===== src/rtl/sample_fetch_pkg.sv =====
// Shared types and helpers for the sample frame fetcher: FSM state encoding,
// frame counter width and the circular-region address increment.
package sample_fetch_pkg;

  localparam int FRAME_CNT_W = 16;
  localparam int ADDR_MAX_W  = 32;

  typedef enum logic [1:0] {
    IDLE    = 2'd0,
    FETCH   = 2'd1,
    DRAIN   = 2'd2,
    PUBLISH = 2'd3
  } fetch_state_t;

  // Addresses are passed zero-extended so one function serves any ADDR_W up to 32.
  function automatic logic [ADDR_MAX_W-1:0] next_addr(
    input logic [ADDR_MAX_W-1:0] ptr,
    input logic [ADDR_MAX_W-1:0] base,
    input logic [ADDR_MAX_W-1:0] limit
  );
    logic [ADDR_MAX_W-1:0] nxt;
    if (ptr == limit) nxt = base;
    else              nxt = ptr + 32'd1;
    return nxt;
  endfunction

endpackage


===== src/rtl/sample_frame_fetch_rd_latency_pipe.sv =====
// Shift register tracking in-flight RAM reads as {valid, index}; the tail stage
// lines up with the cycle the RAM presents the matching data.
module rd_latency_pipe #(
  parameter int DEPTH = 2,
  parameter int IDX_W = 4
) (
  input  logic             clk,
  input  logic             rst,
  input  logic             in_valid,
  input  logic [IDX_W-1:0] in_idx,
  output logic             out_valid,
  output logic [IDX_W-1:0] out_idx,
  output logic             inner_busy
);

  logic [DEPTH-1:0]            vld_q, vld_d;
  logic [DEPTH-1:0][IDX_W-1:0] idx_q, idx_d;

  always_comb begin
    vld_d    = vld_q;
    idx_d    = idx_q;
    vld_d[0] = in_valid;
    idx_d[0] = in_idx;
    for (int i = 1; i < DEPTH; i++) begin
      vld_d[i] = vld_q[i-1];
      idx_d[i] = idx_q[i-1];
    end
  end

  // Reads still short of the tail; the tail itself is captured this cycle.
  always_comb begin
    inner_busy = 1'b0;
    for (int i = 0; i < DEPTH - 1; i++) begin
      inner_busy = inner_busy | vld_q[i];
    end
  end

  always_ff @(posedge clk) begin
    if (rst) begin
      vld_q <= '0;
      idx_q <= '0;
    end else begin
      vld_q <= vld_d;
      idx_q <= idx_d;
    end
  end

  assign out_valid = vld_q[DEPTH-1];
  assign out_idx   = idx_q[DEPTH-1];

endmodule


===== src/rtl/sample_frame_fetch.sv =====
// Fetches NUM_SAMPLES-word frames from a fixed-latency RAM and publishes them
// atomically. Build option SAMPLE_ABS_EN stores the magnitude of each sample.
module sample_frame_fetch
  import sample_fetch_pkg::*;
#(
  parameter int ADDR_W      = 15,
  parameter int DATA_W      = 16,
  parameter int NUM_SAMPLES = 16,
  parameter int RD_LATENCY  = 2
) (
  input  logic                          Clk,
  input  logic                          Reset,
  input  logic                          start,
  input  logic                          continuous,
  input  logic [ADDR_W-1:0]             base_addr,
  input  logic [ADDR_W-1:0]             limit_addr,
  output logic [ADDR_W-1:0]             ram_addr,
  output logic                          ram_rden,
  input  logic [DATA_W-1:0]             ram_q,
  output logic [NUM_SAMPLES*DATA_W-1:0] samples,
  output logic                          frame_valid,
  output logic                          busy,
  output logic [FRAME_CNT_W-1:0]        frame_count,
  output logic [1:0]                    dbg_state
);

  localparam int IDX_W = $clog2(NUM_SAMPLES);
  localparam logic [IDX_W-1:0] LAST_IDX = IDX_W'(NUM_SAMPLES - 1);

  fetch_state_t                  state_q, state_d;
  logic [ADDR_W-1:0]             rd_ptr_q, rd_ptr_d;
  logic [IDX_W-1:0]              issue_q, issue_d;
  logic [NUM_SAMPLES*DATA_W-1:0] work_q, work_d;
  logic [NUM_SAMPLES*DATA_W-1:0] samples_q, samples_d;
  logic [FRAME_CNT_W-1:0]        fc_q, fc_d;

  logic             cap_valid;
  logic [IDX_W-1:0] cap_idx;
  logic             pipe_busy;
  logic [DATA_W-1:0] cap_data;

  function automatic logic [DATA_W-1:0] sample_conv(input logic [DATA_W-1:0] raw);
`ifdef SAMPLE_ABS_EN
    logic [DATA_W-1:0] neg;
    logic [DATA_W-1:0] res;
    neg = ~raw + 1'b1;
    if (!raw[DATA_W-1])     res = raw;
    // Negating the most negative value overflows back to itself.
    else if (neg[DATA_W-1]) res = {1'b0, {(DATA_W-1){1'b1}}};
    else                    res = neg;
    return res;
`else
    return raw;
`endif
  endfunction

  rd_latency_pipe #(
    .DEPTH (RD_LATENCY),
    .IDX_W (IDX_W)
  ) u_pipe (
    .clk        (Clk),
    .rst        (Reset),
    .in_valid   (ram_rden),
    .in_idx     (issue_q),
    .out_valid  (cap_valid),
    .out_idx    (cap_idx),
    .inner_busy (pipe_busy)
  );

  assign cap_data = sample_conv(ram_q);

  always_comb begin
    work_d = work_q;
    if (cap_valid) work_d[cap_idx*DATA_W +: DATA_W] = cap_data;
  end

  always_comb begin
    state_d   = state_q;
    rd_ptr_d  = rd_ptr_q;
    issue_d   = issue_q;
    samples_d = samples_q;
    fc_d      = fc_q;
    unique case (state_q)
      IDLE: begin
        if (start) begin
          rd_ptr_d = base_addr;
          issue_d  = '0;
          state_d  = FETCH;
        end
      end
      FETCH: begin
        rd_ptr_d = ADDR_W'(next_addr(32'(rd_ptr_q), 32'(base_addr), 32'(limit_addr)));
        if (issue_q == LAST_IDX) begin
          issue_d = '0;
          state_d = DRAIN;
        end else begin
          issue_d = issue_q + 1'b1;
        end
      end
      DRAIN: begin
        // Publish from work_d so the final capture lands in the same edge.
        if (!pipe_busy) begin
          samples_d = work_d;
          fc_d      = fc_q + 1'b1;
          state_d   = PUBLISH;
        end
      end
      PUBLISH: begin
        issue_d = '0;
        state_d = continuous ? FETCH : IDLE;
      end
      default: state_d = IDLE;
    endcase
  end

  always_ff @(posedge Clk) begin
    if (Reset) begin
      state_q   <= IDLE;
      rd_ptr_q  <= '0;
      issue_q   <= '0;
      work_q    <= '0;
      samples_q <= '0;
      fc_q      <= '0;
    end else begin
      state_q   <= state_d;
      rd_ptr_q  <= rd_ptr_d;
      issue_q   <= issue_d;
      work_q    <= work_d;
      samples_q <= samples_d;
      fc_q      <= fc_d;
    end
  end

  assign ram_rden    = (state_q == FETCH);
  assign ram_addr    = rd_ptr_q;
  assign samples     = samples_q;
  assign frame_valid = (state_q == PUBLISH);
  assign busy        = (state_q != IDLE);
  assign frame_count = fc_q;
  assign dbg_state   = state_q;

endmodule


===== config.mk =====
export PLATFORM = sky130hd
export DESIGN_NAME = sample_frame_fetch
export DESIGN_NICKNAME = d
export VERILOG_FILES = /design/src/rtl/sample_fetch_pkg.sv /design/src/rtl/sample_frame_fetch_rd_latency_pipe.sv /design/src/rtl/sample_frame_fetch.sv
export SDC_FILE = /design/constraint.sdc
export NUM_CORES = 1
export LEC_CHECK = 0
export CELL_PAD_IN_SITES_DETAIL_PLACEMENT = 0
export CELL_PAD_IN_SITES_GLOBAL_PLACEMENT = 1
export CORE_MARGIN = 2
export CORE_UTILIZATION = 41
export DETAILED_ROUTE_END_ITERATION = 16
export MAX_ROUTING_LAYER = met4
export PLACE_DENSITY_LB_ADDON = 0.1
export SETUP_SLACK_MARGIN = 0.15
export SYNTH_ARGS = -nofsm -noshare
export SYNTH_HDL_FRONTEND = slang
export SYNTH_SLANG_ARGS = --single-unit

===== constraint.sdc =====
create_clock -name Clk -period 3.3 [get_ports Clk]
set_clock_uncertainty 0.05 [all_clocks]
set_input_delay 0.99 -clock Clk [delete_from_list [all_inputs] [get_ports Clk]]
set_output_delay 0.99 -clock Clk [all_outputs]
set_load 0.005 [all_outputs]

==> impl_metrics.json, run 1 <==
{
  "cts_buffers": 58,
  "r2r_start": "u_pipe.out_idx[2]",
  "p_leak_nw": 10.4,
  "die_h_um": 229,
  "reg2reg_slack_ns": 0.49,
  "fin_crit_sh": 0.899,
  "grt_use_total": 0.222,
  "synth-edff-count": 0,
  "critPathLaunchType": "register",
  "gr-total-overflow": 0,
  "required_ns": 2.26,
  "internal-power_w": 0.0144,
  "pre_cts_ws_ns": 0.117,
  "post-cts-setup-buffer-count": 0,
  "synth_area_leaders": "dfxtp_1 54%, mux2i_1 12%, nor2_1 9.9%",
  "coreArea_mm2": 0.0501,
  "gp_congestion": 0.809,
  "maxCapViolCount": 0,
  "drtAntennaViolNets": 0,
  "hold_buffers": 0,
  "start_util": 0.415,
  "numPortBuffers": 341,
  "ys_warn_count": 0,
  "io_pins": 342,
  "switchingPower_w": 0.00595,
  "rows": 82,
  "yosysTopAreaCell": "dfxtp_1",
  "drive_above_1_share": 0.0791,
  "synth_area_mm2": 0.0208,
  "crit_arrival_ns": 1.93,
  "drtIter0Drc": 899,
  "insertion_delay_ns": 0.61,
  "wl_per_cell_um": 18.6,
  "reg2regPathDepth": 7,
  "crit_type": "reg2out",
  "worst_slew_pin_slew_ns": 0.728,
  "worstSetupStartpoint": "dbg_state[1]",
  "via_per_inst": 5.03,
  "status": "finished, final reports clean",
  "drc_errors": 0,
  "grt_pass1_wl_um": 88800,
  "p_sw_frac": 0.292,
  "seqPwrFrac": 0.423,
  "endpoint_kind": "output port",
  "drt-pass1-iter-count": 5,
  "grt_max_degree": 135,
  "nets": 2457,
  "yosys_register_bits": 559,
  "cts_tree": "done",
  "die_area_mm2": 0.0525,
  "path_max_fanout": 10,
  "synth_flop_cell": "dfxtp_1",
  "n_antenna_cell": 0,
  "die_w_um": 229,
  "syn_area_per_cell_um2": 9.77,
  "clkSlewWorstSetupHoldPaths_ns": 0.06,
  "postSynthNetCount": 2184,
  "cts_buffer_depth": 3,
  "yosysSeqAreaShare": 0.539,
  "fmaxAchievable_ghz": 0.337,
  "wl_met1_um": 25400,
  "peakVddDrop_uv": 429,
  "wl_um": 57800,
  "r2r-end": "samples[2]",
  "slew_viol_final": 0,
  "min_period_ns": 2.97,
  "setup_viol": 0,
  "p_per_area_mw_per_mm2": 767,
  "netlist.area_leader.share": 0.539,
  "grt_pass1_vias": 15200,
  "h-tree-depth": 2,
  "root_buffer": "clkbuf_16",
  "tns_ns": 0,
  "syn2layout_area_growth_pct": 27.7,
  "async_reset_ff_frac": 0,
  "setup_slack_ns": 0.333,
  "min_path_type": "reg2reg",
  "antenna_found_initial": 5,
  "clock_power_share": 0.315,
  "ys_types": 62,
  "slew_headroom": 0.513,
  "met2_length_um": 27700,
  "crit_end": "ram_rden",
  "hpwl_um": 38400,
  "wl_met3_um": 3340,
  "comb_power_share": 0.262,
  "vias": 15700,
  "synthCells": 2125,
  "cts_num_sinks": 559,
  "highest_layer": "met4",
  "hold_viol": 0,
  "grt_setup_unrepaired": "no"
}
## placed cells by master, fill, tap and decap left out, drive strengths merged, types with 10 or more instances in the layout
cell type / instances
dfxtp: 559
nor2: 550
clkdlybuf4s50: 340
a211oi: 258
mux2i: 241
clkbuf: 78
and3: 47
and2: 43
nand2: 42
buf: 39
a21oi: 36
xor2: 22
clkinv: 18
inv: 16
nor3: 14
nand3: 14
nor2b: 12
o21ai: 10
## layer usage
metal  GRT usage  vias to the layer above
met2       0.366                      313
met3      0.0533                       83
met5           -                        -
li1            -                     7866
met4      0.0564                        0
met1       0.274                     7397
## final cells by class
cell class,count,area (µm²)
fillers,4716,23500
flip-flops and latches,559,11200
multi-input cells,1385,8750
repair buffers,379,3820
clock buffers,78,1660
well taps,672,841
clock inverters,25,215
inverters,15,56.3
## Yosys cell counts (3+ instances only)
cell	n
nor3_1	13
mux2_2	9
nand2_2	8
o21a_1	3
inv_1	15
buf_6	7
a211oi_1	253
clkbuf_1	136
nor4_1	5
xor2_1	22
buf_4	9
nor2_1	549
nor2b_1	11
nand2_1	34
buf_2	5
buf_12	5
a21oi_1	35
and2b_1	3
nand2b_1	9
nand3b_1	8
and2_1	26
nand3_1	13
and4_1	5
xnor2_1	7
a211oi_2	4
and2_2	17
dfxtp_1	559
o21ai_0	10
a2bb2oi_1	3
nand4_1	7
and3_1	45
mux2i_1	241
ha_1	9
a31oi_1	7
## stage by stage
stage | power, W | hold WS, ns | util | area [µm²] | instances
3_3_place_gp | 0.0140 | 0.399 | 0.492 | 24600 | 3010
2_1_floorplan | 0.0111 | 0.364 | - | 20800 | 2125
5_1_grt | 0.0215 | 0.416 | 0.530 | 26500 | 3113
3_5_place_dp | 0.0141 | 0.401 | 0.492 | 24600 | 3010
6_report | 0.0203 | 0.408 | 0.530 | 26500 | 3113
4_1_cts | 0.0206 | 0.414 | 0.529 | 26500 | 3113
## worst min path at each step
| stage | cells after the start | start | slack (ns) | to |
|---|---|---|---|---|
| 3_3_place_gp | 1 | u_pipe.idx_d[5] | 0.40 | u_pipe.out_idx[1] |
| 3_5_place_dp | 1 | u_pipe.idx_d[5] | 0.40 | u_pipe.out_idx[1] |
| 6_report | 1 | u_pipe.idx_d[4] | 0.41 | u_pipe.out_idx[0] |
| 2_1_floorplan | 1 | u_pipe.idx_d[4] | 0.36 | u_pipe.out_idx[0] |
| 4_1_cts | 1 | u_pipe.idx_d[4] | 0.41 | u_pipe.out_idx[0] |
| 5_1_grt | 1 | u_pipe.idx_d[5] | 0.42 | u_pipe.out_idx[1] |
## timing repair
action,in CTS,in global routing
gates resized for setup,0,3
endpoints found under the setup margin,0,4
hold endpoints to repair,0,0
## critical path, cell delays in order (launching register included)
cell and delay, ns:
dfxtp_1 0.36, inv_1 0.12, ha_2 0.31, clkdlybuf4s50_1 0.54
## registers in the layout, indices dropped and copies added, names as in the netlist
name	flops
frame_count	16
dbg_state	2
u_pipe.out_idx	4
samples	256
ram_addr	15
issue_q	4
u_pipe.idx_d	4
u_pipe.vld_q	2
work_q	256
## power by group through the flow
stage	clock network, W	registers (W)	logic (W)
floorplan	0	0.00861	0.00246
global placement	0	0.00872	0.00532
detailed placement	0	0.00875	0.00538
CTS	0.00658	0.00861	0.00541
global route	0.00686	0.00873	0.00590
finish	0.00641	0.00859	0.00534
## kinds of logic (layout without fill, tap and decap cells)
group / after synthesis / after routing / share of synthesized area
AOI/OAI and AO/OA: 323 / 323 / 0.113
xor gates and xnor gates: 30 / 30 / 0.0130
adders and majority gates: 9 / 9 / 0.00542
buffers and inverters: 181 / 497 / 0.0412
DFF: 559 / 559 / 0.539
muxes: 250 / 250 / 0.121
and+or+nand+nor: 773 / 773 / 0.167
(Power assumes the default switching activity.)
==> run 2, diff against run 1 <==
Settings changed: CAP_MARGIN from default to 10.
==> results of run 2 <==
The final DEF is identical to that of run 1; final timing and power are the same.
==> run 3, diff against run 2 <==
Settings changed: PLACE_DENSITY from default to 0.84, PLACE_DENSITY_LB_ADDON 0.1 to default.
==> run 3 against run 2 <==
Against the previous run:
- routed wire length decreased by 1.9%
- worst hold slack about the same
- cell count about the same
- global-route usage decreased by 0.48 points
- combinational power about the same
- critical path depth increased by 1
- sequential power about the same
- via count increased by 0.84%
- sequential share of layout area decreased by 0.086 points
- critical path type unchanged
==> impl_metrics.json, run 3 (synthesis results as in run 1) <==
{
  "grt_max_degree": 157,
  "layout_commonest_cell": "dfxtp_1",
  "required_ns": 2.26,
  "min_period_ns": 2.99,
  "hpwl_um": 38300,
  "die_h_um": 229,
  "grt_setup_unrepaired": "no",
  "insertion_delay_ns": 0.60,
  "slew_headroom": 0.552,
  "start_util": 0.415,
  "worst_slew_pin_slew_ns": 0.669,
  "grt_pass1_vias": 15400,
  "peakVddDrop_uv": 545,
  "endpoint_kind": "output port",
  "crit_type": "reg2out",
  "numPortBuffers": 341,
  "h-tree-depth": 2,
  "wl_um": 56700,
  "multiInputGateArea_mm2": 0.00873,
  "p_leak_nw": 10.4,
  "path_max_fanout": 7,
  "fin_crit_sh": 0.905,
  "antenna_found_initial": 4,
  "gp_congestion": 0.855,
  "p_total_w": 0.0204,
  "tns_ns": 0,
  "p_per_area_mw_per_mm2": 766,
  "coreArea_mm2": 0.0501,
  "crit_arrival_ns": 1.95,
  "hold_viol": 0,
  "io_pins": 342,
  "rows": 82,
  "cts_num_sinks": 559,
  "syn2layout_area_growth_pct": 28.0,
  "nets": 2455,
  "drtAntennaViolNets": 0,
  "slew_viol_final": 0,
  "critPathLaunchType": "register",
  "clkSlewWorstSetupHoldPaths_ns": 0.06,
  "maxCapViolCount": 0,
  "drtIter0Drc": 1100,
  "min_path_type": "reg2reg",
  "drt-pass1-iter-count": 5,
  "grt_use_total": 0.217,
  "hold_buffers": 0,
  "fillCellCount": 4647,
  "pre_cts_ws_ns": 0.292,
  "cts_tree": "done",
  "setup_viol": 0,
  "die_area_mm2": 0.0525,
  "cts_buffers": 57,
  "fmaxAchievable_ghz": 0.335,
  "fin_area_mm2": 0.0266,
  "drive_above_1_share": 0.0786,
  "mostFrequentLayoutCells": "558 x dfxtp_1, 549 x nor2_1, 340 x clkdlybuf4s50_1",
  "wl_per_cell_um": 18.2,
  "die_w_um": 229,
  "final_core_util": 0.531,
  "grt_pass1_wl_um": 87800,
  "drc_errors": 0,
  "status": "finished, final reports clean",
  "gr-total-overflow": 0,
  "root_buffer": "clkbuf_16",
  "seq_area_mm2": 0.0112,
  "vias": 15800,
  "place_area_mm2": 0.0247,
  "setup_slack_ns": 0.313,
  "cts_buffer_depth": 3,
  "via_per_inst": 5.07
}
-- run 3: critical path: stages (launching register included) --
cell	delay, ns
dfxtp_1	0.41
inv_1	0.11
ha_2	0.25
inv_1	0.06
clkdlybuf4s50_1	0.52
-- run 3: layout make-up --
class / instances / share of cell area
timing repair buffer: 378 / 0.145
antenna: 2 / 0.000188
clock inverter: 30 / 0.0120
inverter: 15 / 0.00212
multi-input combinational: 1385 / 0.329
tap: 672 / 0.0316
clock buffer: 75 / 0.0592
sequential: 559 / 0.421
-- run 3: path summary, 6_finish.rpt --
path | start | cells past startpoint | slack (ns) | to
min reg2reg | u_pipe.idx_d[5] | 1 | 0.41 | u_pipe.out_idx[1]
min | u_pipe.idx_d[5] | 1 | 0.41 | u_pipe.out_idx[1]
max reg2reg | u_pipe.out_idx[2] | 7 | 0.47 | samples[2]
max | dbg_state[0] | 4 | 0.31 | busy
-- run 3: routing by layer --
metal  part of all wire  global-route usage
met5                  0                   -
met3              0.075              0.0650
met4              0.023              0.0591
met1               0.44               0.271
met2               0.46               0.343
-- run 3: power breakdown --
part / switching (W) / total [W] / internal [W]
registers: 0.000767 / 0.00859 / 0.00782
logic: 0.00250 / 0.00533 / 0.00283
clock network: 0.00268 / 0.00644 / 0.00376
total: 0.00595 / 0.0204 / 0.0144
-- run 3: per-stage QoR --
step                cells  hold slack, ns
detailed placement   3009           0.402
finish               3116           0.407
floorplan            2125           0.364
CTS                  3114           0.409
global route         3114           0.425
global placement     3009           0.406
-- run 3: timing repair --
item | CTS | global route
gates resized for setup | 0 | 3
setup buffers | 0 | 0
setup endpoints to repair | 0 | 2
